==> config.mk <==
export PLATFORM = sky130hd
export DESIGN_NAME = shift_sequencer
export DESIGN_NICKNAME = d
export VERILOG_FILES = /design/src/rtl/shift_sequencer.sv
export SDC_FILE = /design/constraint.sdc
export NUM_CORES = 1
export LEC_CHECK = 0
export CORE_MARGIN = 1
export CORE_UTILIZATION = 41
export DETAILED_ROUTE_END_ITERATION = 8
export PLACE_DENSITY = 0.74
export RECOVER_POWER = 25
export SYNTH_ARGS = -nofsm -noshare
export SYNTH_HDL_FRONTEND = slang
export SYNTH_SLANG_ARGS = --single-unit
export TNS_END_PERCENT = 30
==> constraint.sdc <==
create_clock -name clk -period 1.6 [get_ports clk]
set_clock_uncertainty 0.1 [all_clocks]
set_input_delay 0.32 -clock clk [delete_from_list [all_inputs] [get_ports clk]]
set_output_delay 0.32 -clock clk [all_outputs]
set_load 0.01 [all_outputs]
==> src/rtl/shift_sequencer.sv <==
// shift_sequencer: drives an n-bit right-shift register through one parallel
// load, then exactly n shift cycles. The second word is fed into sin LSB first.
// The bits leaving sout are reassembled into the captured register.
// Handshake: start (sampled in IDLE only), busy (LOAD/SHIFT), done (one cycle).
// Optional feature macro: SEQ_ABORT_EN adds an abort input that returns
// LOAD/SHIFT straight to IDLE without a done pulse.
module shift_sequencer #(
  parameter int n     = 5,
  parameter int CNT_W = 3
) (
  input  logic         clk,
  input  logic         rst,
  input  logic         start,
  input  logic [n-1:0] load_val,
  input  logic [n-1:0] ser_val,
  input  logic         sout_in,
`ifdef SEQ_ABORT_EN
  input  logic         abort,
`endif
  output logic         ldQ,
  output logic         shQ,
  output logic         sin,
  output logic [n-1:0] qin,
  output logic [n-1:0] captured,
  output logic         busy,
  output logic         done
);

  typedef enum logic [1:0] {
    IDLE  = 2'd0,
    LOAD  = 2'd1,
    SHIFT = 2'd2,
    DONE  = 2'd3
  } state_t;

  // Counter value during the last of the n shift cycles.
  localparam logic [CNT_W-1:0] LAST_CNT = CNT_W'(n - 1);

  state_t           r_state;
  state_t           w_next;
  logic [CNT_W-1:0] r_cnt;
  logic [n-1:0]     r_qin;
  logic [n-1:0]     r_ser;
  logic [n-1:0]     r_captured;
  logic             w_abort;

`ifdef SEQ_ABORT_EN
  assign w_abort = abort;
`else
  assign w_abort = 1'b0;
`endif

  // State register.
  // NOTE: sequential state uses non-blocking assignments so every register
  // samples pre-edge values, independent of block ordering.
  always_ff @(posedge clk or posedge rst) begin
    if (rst) r_state <= IDLE;
    else     r_state <= w_next;
  end

  // Next-state decode.
  // NOTE: w_next gets a default before the case, so no path leaves it
  // unassigned and no latch is inferred.
  always_comb begin
    w_next = r_state;
    case (r_state)
      IDLE:    if (start) w_next = LOAD;
      LOAD:    w_next = w_abort ? IDLE : SHIFT;
      SHIFT: begin
        if (w_abort)                w_next = IDLE;
        else if (r_cnt == LAST_CNT) w_next = DONE;
      end
      DONE:    w_next = IDLE;
      default: w_next = IDLE;
    endcase
  end

  // Datapath: latch the words on acceptance, then shift and capture in SHIFT.
  // On an abort edge in SHIFT the shift still completes, so captured keeps
  // the partial value.
  // NOTE: these are plain registers, not a memory, so all of them reset and
  // the outputs are 0 immediately while rst is asserted.
  always_ff @(posedge clk or posedge rst) begin
    if (rst) begin
      r_cnt      <= '0;
      r_qin      <= '0;
      r_ser      <= '0;
      r_captured <= '0;
    end else begin
      case (r_state)
        IDLE: begin
          if (start) begin
            r_qin      <= load_val;
            r_ser      <= ser_val;
            r_captured <= '0;
          end
        end
        LOAD: r_cnt <= '0;
        SHIFT: begin
          r_ser      <= r_ser >> 1;
          r_captured <= {sout_in, r_captured[n-1:1]};
          // Hold the counter at or below n-1 so it never wraps.
          r_cnt      <= (r_cnt == LAST_CNT) ? '0 : r_cnt + CNT_W'(1);
        end
        default: ;
      endcase
    end
  end

  // Moore control outputs, decoded from the state register only.
  assign ldQ      = (r_state == LOAD);
  assign shQ      = (r_state == SHIFT);
  assign busy     = (r_state == LOAD) || (r_state == SHIFT);
  assign done     = (r_state == DONE);
  assign sin      = (r_state == SHIFT) && r_ser[0];
  assign qin      = r_qin;
  assign captured = r_captured;

endmodule

## After elaboration in Yosys (flattened, before gate mapping)

Index checks and enable logic that the tools add are counted.

- Memory bits (writable): 0
- Bits in read-only memories: 0
- Bits of input ports: 14
- Logic and storage cells: 29
- Latch bits: 0
- Register bits after elaboration: 20
- Memories kept: 0
- Output and inout port bits: 15

- Add/subtract/negate cells: 1
- Muxes and demuxes: 9
- Equality and inequality tests: 6
- Magnitude comparators: 0
- $mul: 0
- Bitwise logic cells: 0
- Shift operators: 0
- Divide/modulo/power cells: 0
- Reduce and logical (&&, ||, !) cells: 8

Operators with widths:

| operator | count |
|---|---|
| 5-bit case mux with 2 select lines | 2 |
| 5-bit two-way mux | 2 |
| 2-bit case mux with 4 select lines | 1 |
| 3-bit case mux with 2 select lines | 1 |
| 2-bit AND reduction | 3 |
| 2-bit equality test, second input constant | 2 |
| 2-bit two-way mux | 2 |
| 2-bit nonzero test | 2 |
| 3-bit by 1-bit adder with 3-bit output, second input constant | 1 |
| 3-bit equality test, second input constant | 1 |
| 3-bit two-way mux | 1 |
| 2-bit by 1-bit equality test with 1-bit output, second input constant | 1 |
| 2-bit logical NOT | 1 |
| 2-bit by 1-bit != test with 1-bit output, second input constant | 1 |
| 2-bit != test, second input constant | 1 |
| 1-bit logical AND | 1 |
| 1-bit logical OR | 1 |

## Longest topological paths before layout

Gate-level depths: netlist of the first run.

- Depth in word-level cells: 3
- Mapped depth: 6
- Gate-level depth less buffers: 5

## Least setup slack after synthesis of the first run

Ideal clock, no wire load.

- Path kind: reg2out
- Start point: register r_state[0]
- End point: output port sin
- Buffers on the path: 1
- Setup slack: 0.020 ns
- Arrival time: 1.160 ns
- Stages on the path, launching flop included: 6
- Data required time: 1.180 ns
- Cell sequence: dfrtp_1 -> inv_1 -> ha_1 -> clkbuf_2 -> inv_2 -> nor2_1

- Word-level cells in the longest chain between the ends: 2

Ends and longest elaborated chain:

| what | RTL line | source |
|---|---|---|
| start, declared | 39 | `state_t r_state;` |
| start signal, assigned | 58 | `else r_state <= w_next;` |
| 2-bit equality test | n/a |  |
| via shQ | 21 | `output logic shQ,` |
| 1-bit logical AND | 115 | `assign sin = (r_state == SHIFT) && r_ser[0];` |
| end, declared | 22 | `output logic sin,` |

The timed path passes the listed nets, and every way through them passes these cells.

## Final worst setup path of the first run

- Start point: register r_state[1]
- End point: output port busy

- Word-level cells in the longest chain between the ends: 2
- Elaborated cells on any way between the ends: 3
- Those cells by class: eq/ne: 2; reduce/logical: 1

Ends and longest elaborated chain:

| what | RTL line | source |
|---|---|---|
| 2-bit by 1-bit equality test with 1-bit output or 2-bit equality test (tied branches) | 113 | `assign busy = (r_state == LOAD) \|\| (r_state == SHIFT);` |
| 1-bit logical OR * | 113 |  |
| end, declared | 25 | `output logic busy,` |

Every way passes the cells marked *; elsewhere a longest branch is shown, timed or not.

==> reports/qor.txt, run 1 <==
CTS tree -> done
post-DP HPWL -> 1490 um
Syn. warnings -> 0
final wirelength -> 2090 um
Ant. Diodes -> 0
Reg clk slew, reported paths -> 0.11 ns
mapped cell area -> 971 um2
Final Core Density -> 0.646
sequential power share -> 0.300
Min Clock Period, post-route -> 1.63 ns
Peak Freq -> 613 MHz
std cell rows -> 17
fin. max-slew vios -> 0
clk buf depth -> 2
Most Crowded Layer GR -> met2
GR Util met3 -> 0.0394
IO buf count -> 28
Comb pwr share -> 0.594
Pwr Density -> 1940 nW/um2
RSZ-0062 raised after global routing -> true
crit path kind -> flop to primary output
pin count of the biggest net entering global routing -> 21
first drt pass iteration count -> 4
NetSw -> 1.07 mW
Internal -> 1.70 mW
Global Route Usage Sum -> 0.190
DRC Markers -> 0
vias in the first global route -> 817
I/O pin cnt -> 29
via/cell ratio -> 5.14
Final Power -> 2.77 mW
CP Launch Type -> flop
Starting DRT DRC Count -> 10
CP Data Arrival Time -> 1.21 ns
synth unique cells -> 27
Final period util -> 1.02
H-tree Lvls -> 1
initial antenna violation count -> 0
Slew HR -> 0.671
Final Worst Setup Slack -> -0.0315 ns
first-pass GRT wire length -> 3590 um
Peak supply drop -> 1.03 mV
hold buffer count at cts -> 0
sw frac -> 0.386
Final Hold Vio Count -> 0
Wirelength per Cell -> 13.7 um
Vias -> 786
CTS Buf Count -> 3
clk sinks -> 20
CP Data Required Time -> 1.18 ns
max-cap violations -> 0
Layout area overhead -> 47.3%
Die H -> 50.7 um
synthesized area per cell -> 11.8 um2
clock share of power -> 0.106
status -> finished, violations left
fin nets -> 147
Worst-Margin Slew -> 0.493 ns
Core Box Area -> 2210 um2
crit-path max FO -> 3
GP Congestion -> 0.694
GRT Residual Overflow -> 0
violated checks -> setup timing
starting density of the core -> 0.439
Detail Route Antenna Nets -> 0
share of cells above drive strength 1 -> 0.336
clock latency on the worst-skew pair -> 0.30 ns
Syn Inst Count -> 82
die area -> 2570 um2
endpoints failing setup -> 3
clk root buf -> clkbuf_4
met1 GRT Util -> 0.228
HP Class -> flop to flop
synthesized flop and latch total -> 20
met2 Resource Use GR -> 0.333
syn nets -> 103
CP Capture Type -> primary output
cell leakage power -> 0.681 nW
die width -> 50.7 um
Seq/Total Area, Yosys -> 0.515
pre-CTS WS -> -0.172 ns
-- power by group through the flow --
stage,sequential (mW),clock (mW),combinational (mW)
global route,0.859,0.327,1.79
finish,0.833,0.294,1.65
CTS,0.832,0.302,1.59
floorplan,0.885,0,0.826
detailed placement,0.847,0,1.59
global placement,0.837,0,1.55
-- cells in the mapped netlist --
cell	instances	area, um2
dfrtp_1	20	500
inv_1	9	33.8
ha_1	7	87.6
a22o_1	5	43.8
mux2_2	5	56.3
nor3_1	4	20.0
o22ai_1	4	25.0
nor2_1	3	11.3
o21ai_0	3	15.0
a221oi_2	2	30.0
a31oi_1	2	12.5
nand2_1	2	7.51
nand3_1	2	10.0
a211oi_1	1	7.51
a21boi_2	1	11.3
a221oi_1	1	8.76
and2b_2	1	8.76
and2b_4	1	10.0
buf_6	1	11.3
clkbuf_2	1	5.00
inv_2	1	3.75
nand2_2	1	6.26
nand2b_1	1	6.26
nor2_4	1	11.3
nor3b_1	1	7.51
o21ai_2	1	8.76
o32a_2	1	11.3
-- metrics by stage --
| stage | area, um2 | instances | TNS, ns | hold WS (ns) |
|---|---|---|---|---|
| 5_1_grt | 1430 | 153 | -0.373 | 0.442 |
| 3_3_place_gp | 1360 | 148 | -0.630 | 0.388 |
| 6_report | 1430 | 153 | -0.0845 | 0.409 |
| 2_1_floorplan | 971 | 82 | 0 | 0.184 |
| 3_5_place_dp | 1360 | 148 | -1.26 | 0.394 |
| 4_1_cts | 1410 | 153 | -0.0983 | 0.229 |
-- registers in the layout, indices dropped and copies added (netlist names) --
name and cells:
r_cnt 3, captured 5, r_state 2, qin 5
r_ser 5
-- final timing paths --
kind	slack (ns)	to	start	cells after the start
worst max register to register	0.05	r_cnt[0]	r_state[1]	8
min in group asynchronous	0.45	qin[3]	rst	3
max in group asynchronous	0.62	qin[4]	rst	3
worst min register to register	0.41	qin[1]	qin[1]	1
worst max-delay path	-0.03	busy	r_state[1]	3
worst min-delay path	0.41	qin[1]	qin[1]	1
-- critical path: stages, from the launching register on --
cell	delay [ns]
dfrtp_1	0.40
inv_1	0.11
ha_1	0.26
buf_2	0.15
-- area by class of cell --
| class | count | area (um2) |
|---|---|---|
| well taps | 28 | 35.0 |
| clock buffers | 4 | 36.3 |
| multi-input cells | 50 | 465 |
| repair buffers | 41 | 355 |
| inverters | 10 | 37.5 |
| flip-flops and latches | 20 | 500 |
| fillers | 198 | 782 |
-- placed cells by master, fill, tap and decap left out, types with 2 or more instances in the layout --
master	synthesis	routed
dfrtp_1	20	20
a31oi_1	2	2
a22o_1	5	5
nor2_1	3	2
clkbuf_4	0	3
mux2_2	5	5
o22ai_1	4	4
dlygate4sd2_1	0	10
buf_2	0	4
ha_1	7	5
inv_2	1	2
o21ai_0	3	2
ha_4	0	2
nor3_1	4	4
a221oi_2	2	3
inv_1	9	8
buf_6	1	4
clkdlybuf4s50_1	0	12
buf_4	0	9
nand2_1	2	2
nand3_1	2	2
-- layer usage --
layer  routed length [um]  part of all wire
met5                    0                 0
met1                  892              0.43
met3                  101             0.048
met2                 1080              0.52
met4                   13            0.0062
-- logic make-up (layout without fill, tap and decap cells) --
family                   after synthesis  in the layout  synth area share
multiplexers                           5              5            0.0580
flip-flops                            20             20             0.515
buffers and inverters                 12             55            0.0554
AO/OA/AOI/OAI                         21             21             0.179
adder cells (fa/ha/maj)                7              7            0.0902
AND/OR/NAND/NOR                       17             17             0.102
-- repair_timing --
action,CTS,global route
buffers inserted,1,0
setup endpoints to repair,32,10
pin swaps,1,0
resized for setup,40,4
(Power assumes the default switching activity.)
==> run 2, diff against run 1 <==
--- a/config.mk
+++ b/config.mk
@@ -5,10 +5,11 @@
 export SDC_FILE = /design/constraint.sdc
 export NUM_CORES = 1
 export LEC_CHECK = 0
+export ABC_CLOCK_PERIOD_IN_PS = 1600
 export CORE_MARGIN = 1
 export CORE_UTILIZATION = 41
 export DETAILED_ROUTE_END_ITERATION = 8
-export PLACE_DENSITY = 0.74
+export PLACE_DENSITY_LB_ADDON = 0.15
 export RECOVER_POWER = 25
 export SYNTH_ARGS = -nofsm -noshare
 export SYNTH_HDL_FRONTEND = slang
==> run 2 against run 1 <==
Net effect: combinational power is 7% higher; cell area is 4.1% higher; the flow still finishes with violations (setup timing); worst hold slack worse by 0.18 ns; cell count is 0.65% higher; routed wire length is 6.0% higher; sequential share of layout area is 1.4 points lower; non-clock buffer count is 1 higher; sequential cell count stayed put; first-iteration DRC count is 20% lower; die area stayed put; global-route usage is 0.45 points higher.
==> reports/qor.txt, run 2 (synthesis results as in run 1) <==
CP Data Required Time -> 1.18 ns (about the same)
HP Class -> primary input to asynchronous set/reset pin
clock share of power -> 0.138 (+0.032)
Layout area overhead -> 53.4%
Peak supply drop -> 1.11 mV (+7.7%)
Min Clock Period, post-route -> 1.68 ns (+0.0452 ns)
worst reg-to-reg setup slack -> 0.02 ns (-0.03 ns)
Slew HR -> 0.502 (-0.170)
first-pass GRT wire length -> 3560 um (-0.78%)
NetSw -> 1.13 mW (+5.4%)
GP Congestion -> 0.729 (+5.0%)
Ant. Diodes -> 0 (unchanged)
starting density of the core -> 0.439 (unchanged)
CP Capture Type -> primary output
crit path kind -> flop to primary output
sw frac -> 0.374 (-0.0120)
fillers -> 186 (-6.1%)
pin count of the biggest net entering global routing -> 17 (-19%)
H-tree Lvls -> 1 (unchanged)
clk buf depth -> 2 (unchanged)
Die H -> 50.7 um (unchanged)
RR Endpoint -> r_cnt[0]
std cell rows -> 17 (unchanged)
dpl cell area -> 1370 um2 (+0.92%)
fin nets -> 148 (+0.68%)
Reg clk slew, reported paths -> 0.11 ns (about the same)
Register Area -> 500 um2 (unchanged)
Peak Freq -> 596 MHz (-2.7%)
initial antenna violation count -> 0 (unchanged)
Global Route Usage Sum -> 0.195 (+0.00447)
Reg2Reg Depth -> 8 (unchanged)
RSZ-0062 raised after global routing -> true
slowest CP cell -> dfrtp_1
first drt pass iteration count -> 4 (unchanged)
most frequent cells in the layout -> 20 x dfrtp_1, 12 x clkdlybuf4s50_1, 10 x dlygate4sd2_1
violated checks -> setup timing
CP max stage delay -> 0.43 ns (+0.03 ns)
CTS tree -> done
critical-path cell list -> buf_6 -> ha_4 -> inv_4 -> nor2_1 -> buf_2
I/O pin cnt -> 29 (unchanged)
max-cap violations -> 0 (unchanged)
sequential power share -> 0.279 (-0.021)
share of cells above drive strength 1 -> 0.349 (+0.0132)
Multi-input gate area -> 473 um2 (+1.6%)
IO buf count -> 28 (unchanged)
Internal -> 1.89 mW (+11%)
Final Hold Vio Count -> 0 (unchanged)
CTS Buf Count -> 3 (unchanged)
DRC Markers -> 0 (unchanged)
commonest non-fill, non-tap cell in the layout -> dfrtp_1
clk sinks -> 20 (unchanged)
Comb pwr share -> 0.583 (-0.011)
CP delay by family, top -> flip-flops
crit-path max FO -> 3 (unchanged)
clk root buf -> clkbuf_4
via/cell ratio -> 5.27 (+2.5%)
Worst-Margin Slew -> 0.746 ns (+0.253 ns)
final wirelength -> 2220 um (+6.0%)
Pwr Density -> 2020 nW/um2 (+4.4%)
die width -> 50.7 um (unchanged)
Core Box Area -> 2210 um2 (unchanged)
Starting DRT DRC Count -> 8 (-2)
Detail Route Antenna Nets -> 0 (unchanged)
status -> finished, violations left
Final Worst Setup Slack -> -0.0767 ns (-0.0452 ns)
Final period util -> 1.05 (+0.0282)
Final Instance Area -> 1490 um2 (+4.1%)
vias in the first global route -> 816 (-0.12%)
Final Power -> 3.01 mW (+8.7%)
Wirelength per Cell -> 14.4 um (+5.3%)
fin. max-slew vios -> 0 (unchanged)
CP Data Arrival Time -> 1.26 ns (+0.05 ns)
GRT Residual Overflow -> 0 (unchanged)
launching point of the worst reg2reg path -> r_state[1]
Vias -> 811 (+3.2%)
hold buffer count at cts -> 0 (unchanged)
CP Launch Type -> flop
Crit path buffers/inverters -> 3 (+1)
cell leakage power -> 0.712 nW (+4.6%)
post-DP HPWL -> 1580 um (+5.7%)
die area -> 2570 um2 (unchanged)
pre-CTS WS -> -0.158 ns (+0.0147 ns)
endpoints failing setup -> 3 (unchanged)
clock latency on the worst-skew pair -> 0.30 ns (about the same)
-- run 2: metal layers --
metal / vias to the layer above / wire length [um] / global-route usage / part of all wire
li1: 379 / - / - / -
met1: 406 / 959 / 0.224 / 0.43
met2: 22 / 1120 / 0.329 / 0.51
met3: 4 / 96 / 0.0576 / 0.043
met4: 0 / 39 / 0.0926 / 0.018
met5: - / 0 / 0 / 0
-- run 2: how the worst max path moves through the flow --
stage                      to  depth (start not counted)        from  slack (ns)
after floorplan           sin                          5  r_state[0]        0.02
after global routing      sin                          5  r_state[0]       -0.14
after detailed placement  sin                          5  r_state[0]       -0.16
final                     sin                          5  r_state[1]       -0.08
after global placement    sin                          5  r_state[0]       -0.14
after CTS                 sin                          5  r_state[1]       -0.07
-- run 2: cell type report --
class | instances | area share
Timing Repair Buffer | 42 | 0.261
Inverter | 10 | 0.0269
Sequential cell | 20 | 0.336
Multi-Input combinational cell | 50 | 0.318
Clock inverter | 1 | 0.0202
Tap cell | 28 | 0.0235
Clock buffer | 3 | 0.0151
-- run 2: worst register-to-register path, delay by kind of cell (launching register included) --
| family | cells | cell delay (ns) |
|---|---|---|
| flops | 1 | 0.43 |
| simple gates | 1 | 0.08 |
| fa+ha+maj | 1 | 0.17 |
| buf+inv | 4 | 0.53 |
| compound gates | 2 | 0.20 |
-- run 2: through the flow --
| stage | setup TNS, ns | utilization | cells | hold WS [ns] |
|---|---|---|---|---|
| 2_1_floorplan | 0 | - | 82 | 0.184 |
| 3_3_place_gp | -0.569 | 0.620 | 148 | 0.386 |
| 3_5_place_dp | -1.39 | 0.620 | 148 | 0.390 |
| 4_1_cts | -0.183 | 0.661 | 154 | 0.121 |
| 5_1_grt | -0.544 | 0.673 | 154 | 0.257 |
| 6_report | -0.220 | 0.673 | 154 | 0.226 |
-- run 2: repair_timing --
action / CTS / global route
setup buffers: 2 / 0
pin swaps: 0 / 5
gates resized for setup: 43 / 9
endpoints found under the setup margin: 33 / 12
-- run 2: power by group through the flow --
stage               logic, mW  clock network [mW]  registers, mW
detailed placement       1.61                   0          0.850
global route             1.90               0.442          0.867
finish                   1.76               0.417          0.840
CTS                      1.65               0.425          0.840
floorplan               0.826                   0          0.885
global placement         1.57                   0          0.835
==> patch 1: new RTL, settings of run 1 <==
Set the parameter `CNT_W` to 6 (it was 3).
--- a/src/rtl/shift_sequencer.sv
+++ b/src/rtl/shift_sequencer.sv
@@ -6,7 +6,7 @@
 // LOAD/SHIFT straight to IDLE without a done pulse.
 module shift_sequencer #(
   parameter int n     = 5,
-  parameter int CNT_W = 3
+  parameter int CNT_W = 6
 ) (
   input  logic         clk,
   input  logic         rst,
Formal check against the unedited RTL: no difference found for any inputs over 10 cycles, from zero or initial values and one cycle with rst high; that may be too few to reach the edited logic, so the function may still have changed.
==> patch 1 against run 1 <==
- area after synthesis increased by 10%
- die area rose by 9.9%
- total power increased by 12%
- worst setup slack got worse by 49 ps
- sequential cell count is 3 higher
- wire length is 10% higher
- the run still ends with setup timing left
- critical path type unchanged
- cell area rose by 14%
==> patch 1: results (changes against run 1) <==
CP Max Fanout=4 (+1); Slew HR=62.0% (-5.1 points); Critical Path AT=1260 ps (+50 ps); Synth area leaders=dfrtp_1 (54%), ha_1 (7.0%), mux2_2 (5.3%), a22o_1 (4.1%), nor2_1 (2.8%); Top Metal Used=met3; M1 GR Usage=23.4% (+0.66 points); detailed placer's ending HPWL=1.66 mm (+11%); final worst setup slack=-80.0 ps (-48.5 ps); min-delay src=r_ser[4]; worst skew pair latency=300 ps (about the same); M1 WL=1.04 mm (+17%); initial DRC count=17 (+7); register area share after synthesis=53.7% (+2.2 points); Gates resized, CTS repair=45 (+13%); Post-synth top cells=dfrtp_1 (23), nor2_1 (8), inv_1 (7), ha_1 (6); crit path to=sin; Worst R2R End=r_cnt[5]; Avg Cell Area, Syn=11.2 µm² (-5.8%); Max VDD drop=0.00172 V (+67%); Hold Path Stages=2 (+1); Place WS=-168 ps (+4.33 ps); placed cells=165 (+11%); first-pass GRT wire length=3.77 mm (+5.0%); number of global-route vias before repair=866 (+6.0%); Reg2Reg Depth=5 (-3); Fin Hold WS=407 ps (-2.37 ps); Setup-failing EPs final=1 (-2); WL met2=1.19 mm (+10%); GRT met3 Usage=3.45% (-0.49 points); failing checks=setup timing; met3 routed WL=64 µm (-37%); drt wl/cell=13.1 µm (-4.3%); Worst Hold Endpoint=r_ser[4]; Cell variety after synth=28 (+3.7%); Syn Nets=116 (+13%); met2 GRT Util=32.7% (-0.63 points); Worst-path clk slew=120 ps; worst reg-to-reg setup slack=30 ps (-20 ps); gr usage total=18.6% (-0.46 points); Pleak=0.774 nW (+14%); Filler cells=207 (+4.5%); drt first pass iters=4 (unchanged); status=finished, violations left; setup TNS=-80.0 ps (+4.53 ps); Post-CTS Setup Inserts=2 (+1); routability cong.=0.794 (+14%)
[patch 1: cell count changes after synthesis, sizes merged, moves of 3 or more]
cell,run 1,this run
inv,10,7
nor2,4,8
a221oi,3,0
and2,0,3
dfrtp,20,23
nor3,4,1
o21ai,4,9
[patch 1: power breakdown]
group	total [mW]	internal, mW	switching, mW
registers	0.926	0.796	0.130
logic	1.93	1.05	0.877
clock network	0.257	0.0970	0.160
[patch 1: cells by family after synthesis]
family          synth area share, %
flops                          53.7
mux                            5.26
buf+inv                        3.51
compound gates                 15.8
simple gates                   14.7
fa+ha+maj                      7.01
[patch 1: worst max-delay path: stages, from the launching register on]
cell,delay (ps)
dfrtp_1,430
buf_6,130
ha_4,160
and2_4,140
buf_6,110
[patch 1: layout make-up]
| type | instances | area share (%) |
|---|---|---|
| clock buffer | 4 | 1.61 |
| inverter | 7 | 1.92 |
| multi-input combinational | 65 | 33.1 |
| sequential | 23 | 35.3 |
| tap | 30 | 2.30 |
| timing repair buffer | 47 | 25.8 |
==> patch 2: new RTL, config.mk and constraints of run 1 <==
Without the edit above. The 4 states of `state_t` get a one-hot encoding in 4 bits.
--- a/src/rtl/shift_sequencer.sv
+++ b/src/rtl/shift_sequencer.sv
@@ -26,11 +26,11 @@
   output logic         done
 );
 
-  typedef enum logic [1:0] {
-    IDLE  = 2'd0,
-    LOAD  = 2'd1,
-    SHIFT = 2'd2,
-    DONE  = 2'd3
+  typedef enum logic [3:0] {
+    IDLE  = 4'b0001,
+    LOAD  = 4'b0010,
+    SHIFT = 4'b0100,
+    DONE  = 4'b1000
   } state_t;
 
   // Counter value during the last of the n shift cycles.
Function: no difference found for any inputs over 10 cycles, from zero or initial values and one cycle with rst high; not proved beyond that.
==> patch 2 against run 1 <==
- the run still ends with setup timing left
- total power down 10%
- critical path type unchanged
- cell area increased by 14%
- area after synthesis up 9.1%
- worst setup slack worse by 330 ps
- count of clock-buffer cells in the layout is 1 lower
- wire length grew 18%
- non-clock buffer count increased by 9
- maximum frequency fell by 17%
- largest cell class unchanged
- largest power group unchanged
- via count is 22% higher
- sequential cell count grew 2
==> patch 2: results (changes against run 1) <==
Max VDD drop=0.000843 V (-18%); Pleak=0.765 nW (+12%); Post-synth top cells=dfrtp_1 (21), nand2_1 (12), o21ai_0 (12), nor2_1 (7), a21oi_1 (6); Synth area leaders=dfrtp_1 (50%), o21ai_0 (5.7%), mux2_2 (5.3%), nand2_1 (4.3%), a22o_1 (3.3%); Longest Clk Path Bufs=2 (unchanged); Fin Hold WS=422 ps (+13.1 ps); antenna-violating nets left=0 (unchanged); Setup-failing EPs final=20 (+17); Yosys warnings=0 (unchanged); gr usage total=19.0% (about the same); r2r startpoint=r_state[0]; Worst-path clk slew=130 ps (+20 ps); antenna violations before repair=0 (unchanged); drt wl/cell=13.6 µm (-0.52%); port bufs=28 (unchanged); Worst R2R End=r_ser[2]; final non-filler cell total=182 (+19%); Hold Path Stages=2 (+1); async set-reset flop share out of synthesis=100% (unchanged); type of the most critical hold path=flip-flop to flip-flop; initial DRC count=11 (+1); Syn Nets=121 (+17%); min-delay src=captured[3]; share of cells above drive strength 1=31.6% (-2.0 points); switching power=831 µW (-22%); Filler cells=195 (-1.5%); Cell variety after synth=30 (+11%); largest net degree at the start of global routing=23 (+9.5%); placed cells=168 (+14%); first-pass GRT wire length=3.90 mm (+8.6%); number of global-route vias before repair=916 (+12%); failing checks=setup timing; vias per cell=5.26 (+2.4%); register area share after synthesis=52.1% (+0.52 points); Clock Tree Root=clkbuf_4; status=finished, violations left; diodes inserted=0 (unchanged); final worst setup slack=-364 ps (-333 ps); Avg Cell Area, Syn=10.1 µm² (-15%); CP Max Fanout=3 (unchanged); worst reg-to-reg setup slack=-130 ps (-180 ps); detailed placer's ending HPWL=1.65 mm (+11%); Worst Hold Endpoint=captured[2]; Cell Area, Placed=0.00143 mm² (+4.9%); Worst Tran Pin Value=548 ps (+55.5 ps); H-tree Lvls=1 (unchanged); ys flop type=dfrtp_1; routability cong.=0.808 (+16%)
## patch 2: what timing repair did
action	4_1_cts	5_1_grt
setup buffers	7	3
pin swaps	6	2
endpoints found under the setup margin	20	19
resized for setup	42	16
## patch 2: power groups by stage
stage | clock network, mW | logic [mW] | registers, mW
after CTS | 0.441 | 1.03 | 0.860
after global routing | 0.467 | 1.29 | 0.894
after detailed placement | 0 | 0.985 | 0.874
after floorplan | 0 | 0.571 | 0.894
final | 0.436 | 1.19 | 0.868
after global placement | 0 | 0.954 | 0.863
## patch 2: worst max-delay path by stage
stage,start,end,depth (start not counted)
CTS,r_state[3],sin,4
global route,r_state[3],sin,4
detailed placement,r_state[1],sin,4
floorplan,r_state[0],sin,5
global placement,r_state[1],sin,4
finish,r_state[0],sin,4
## patch 2: critical path: stages (launching register included)
cell,delay [ps]
dfstp_2,400
or4b_4,550
inv_4,70
and2_4,130
buf_6,90
## patch 2: cells by family after synthesis
group / count (synthesis) / share of synthesized area [%]
AOI/OAI and AO/OA: 31 / 17.7
and+or+nand+nor: 31 / 15.5
DFF: 22 / 52.1
buffers and inverters: 13 / 6.26
muxes: 5 / 5.31
adders and majority gates: 2 / 2.36
xor gates and xnor gates: 1 / 0.827
## patch 2: metal layers
layer | part of all wire (%) | global-route usage (%) | routed length [µm] | vias to the layer above
met5 | 0 | 0 | 0 | -
met4 | 0.69 | 5.26 | 17 | 0
met3 | 4.3 | 2.90 | 106 | 2
met2 | 50 | 34.0 | 1230 | 35
met1 | 45 | 23.5 | 1120 | 460
li1 | - | - | - | 460
## patch 2: final cells by class
type | instances | share of cell area, %
Sequential cell | 22 | 33.9
Timing Repair Buffer | 50 | 27.1
Inverter | 6 | 1.54
Clock buffer | 3 | 1.38
Clock inverter | 1 | 1.84
Tap cell | 30 | 2.30
Multi-Input combinational cell | 70 | 32.0
## patch 2: stage by stage
step	setup slack [ps]	util, %	total power [mW]	TNS (ps)
global placement	-440	58.1	1.82	-2560
CTS	-365	62.9	2.33	-1440
detailed placement	-458	58.1	1.86	-2580
global route	-411	66.4	2.65	-3110
finish	-364	66.4	2.49	-1910
floorplan	-116	-	1.47	-466
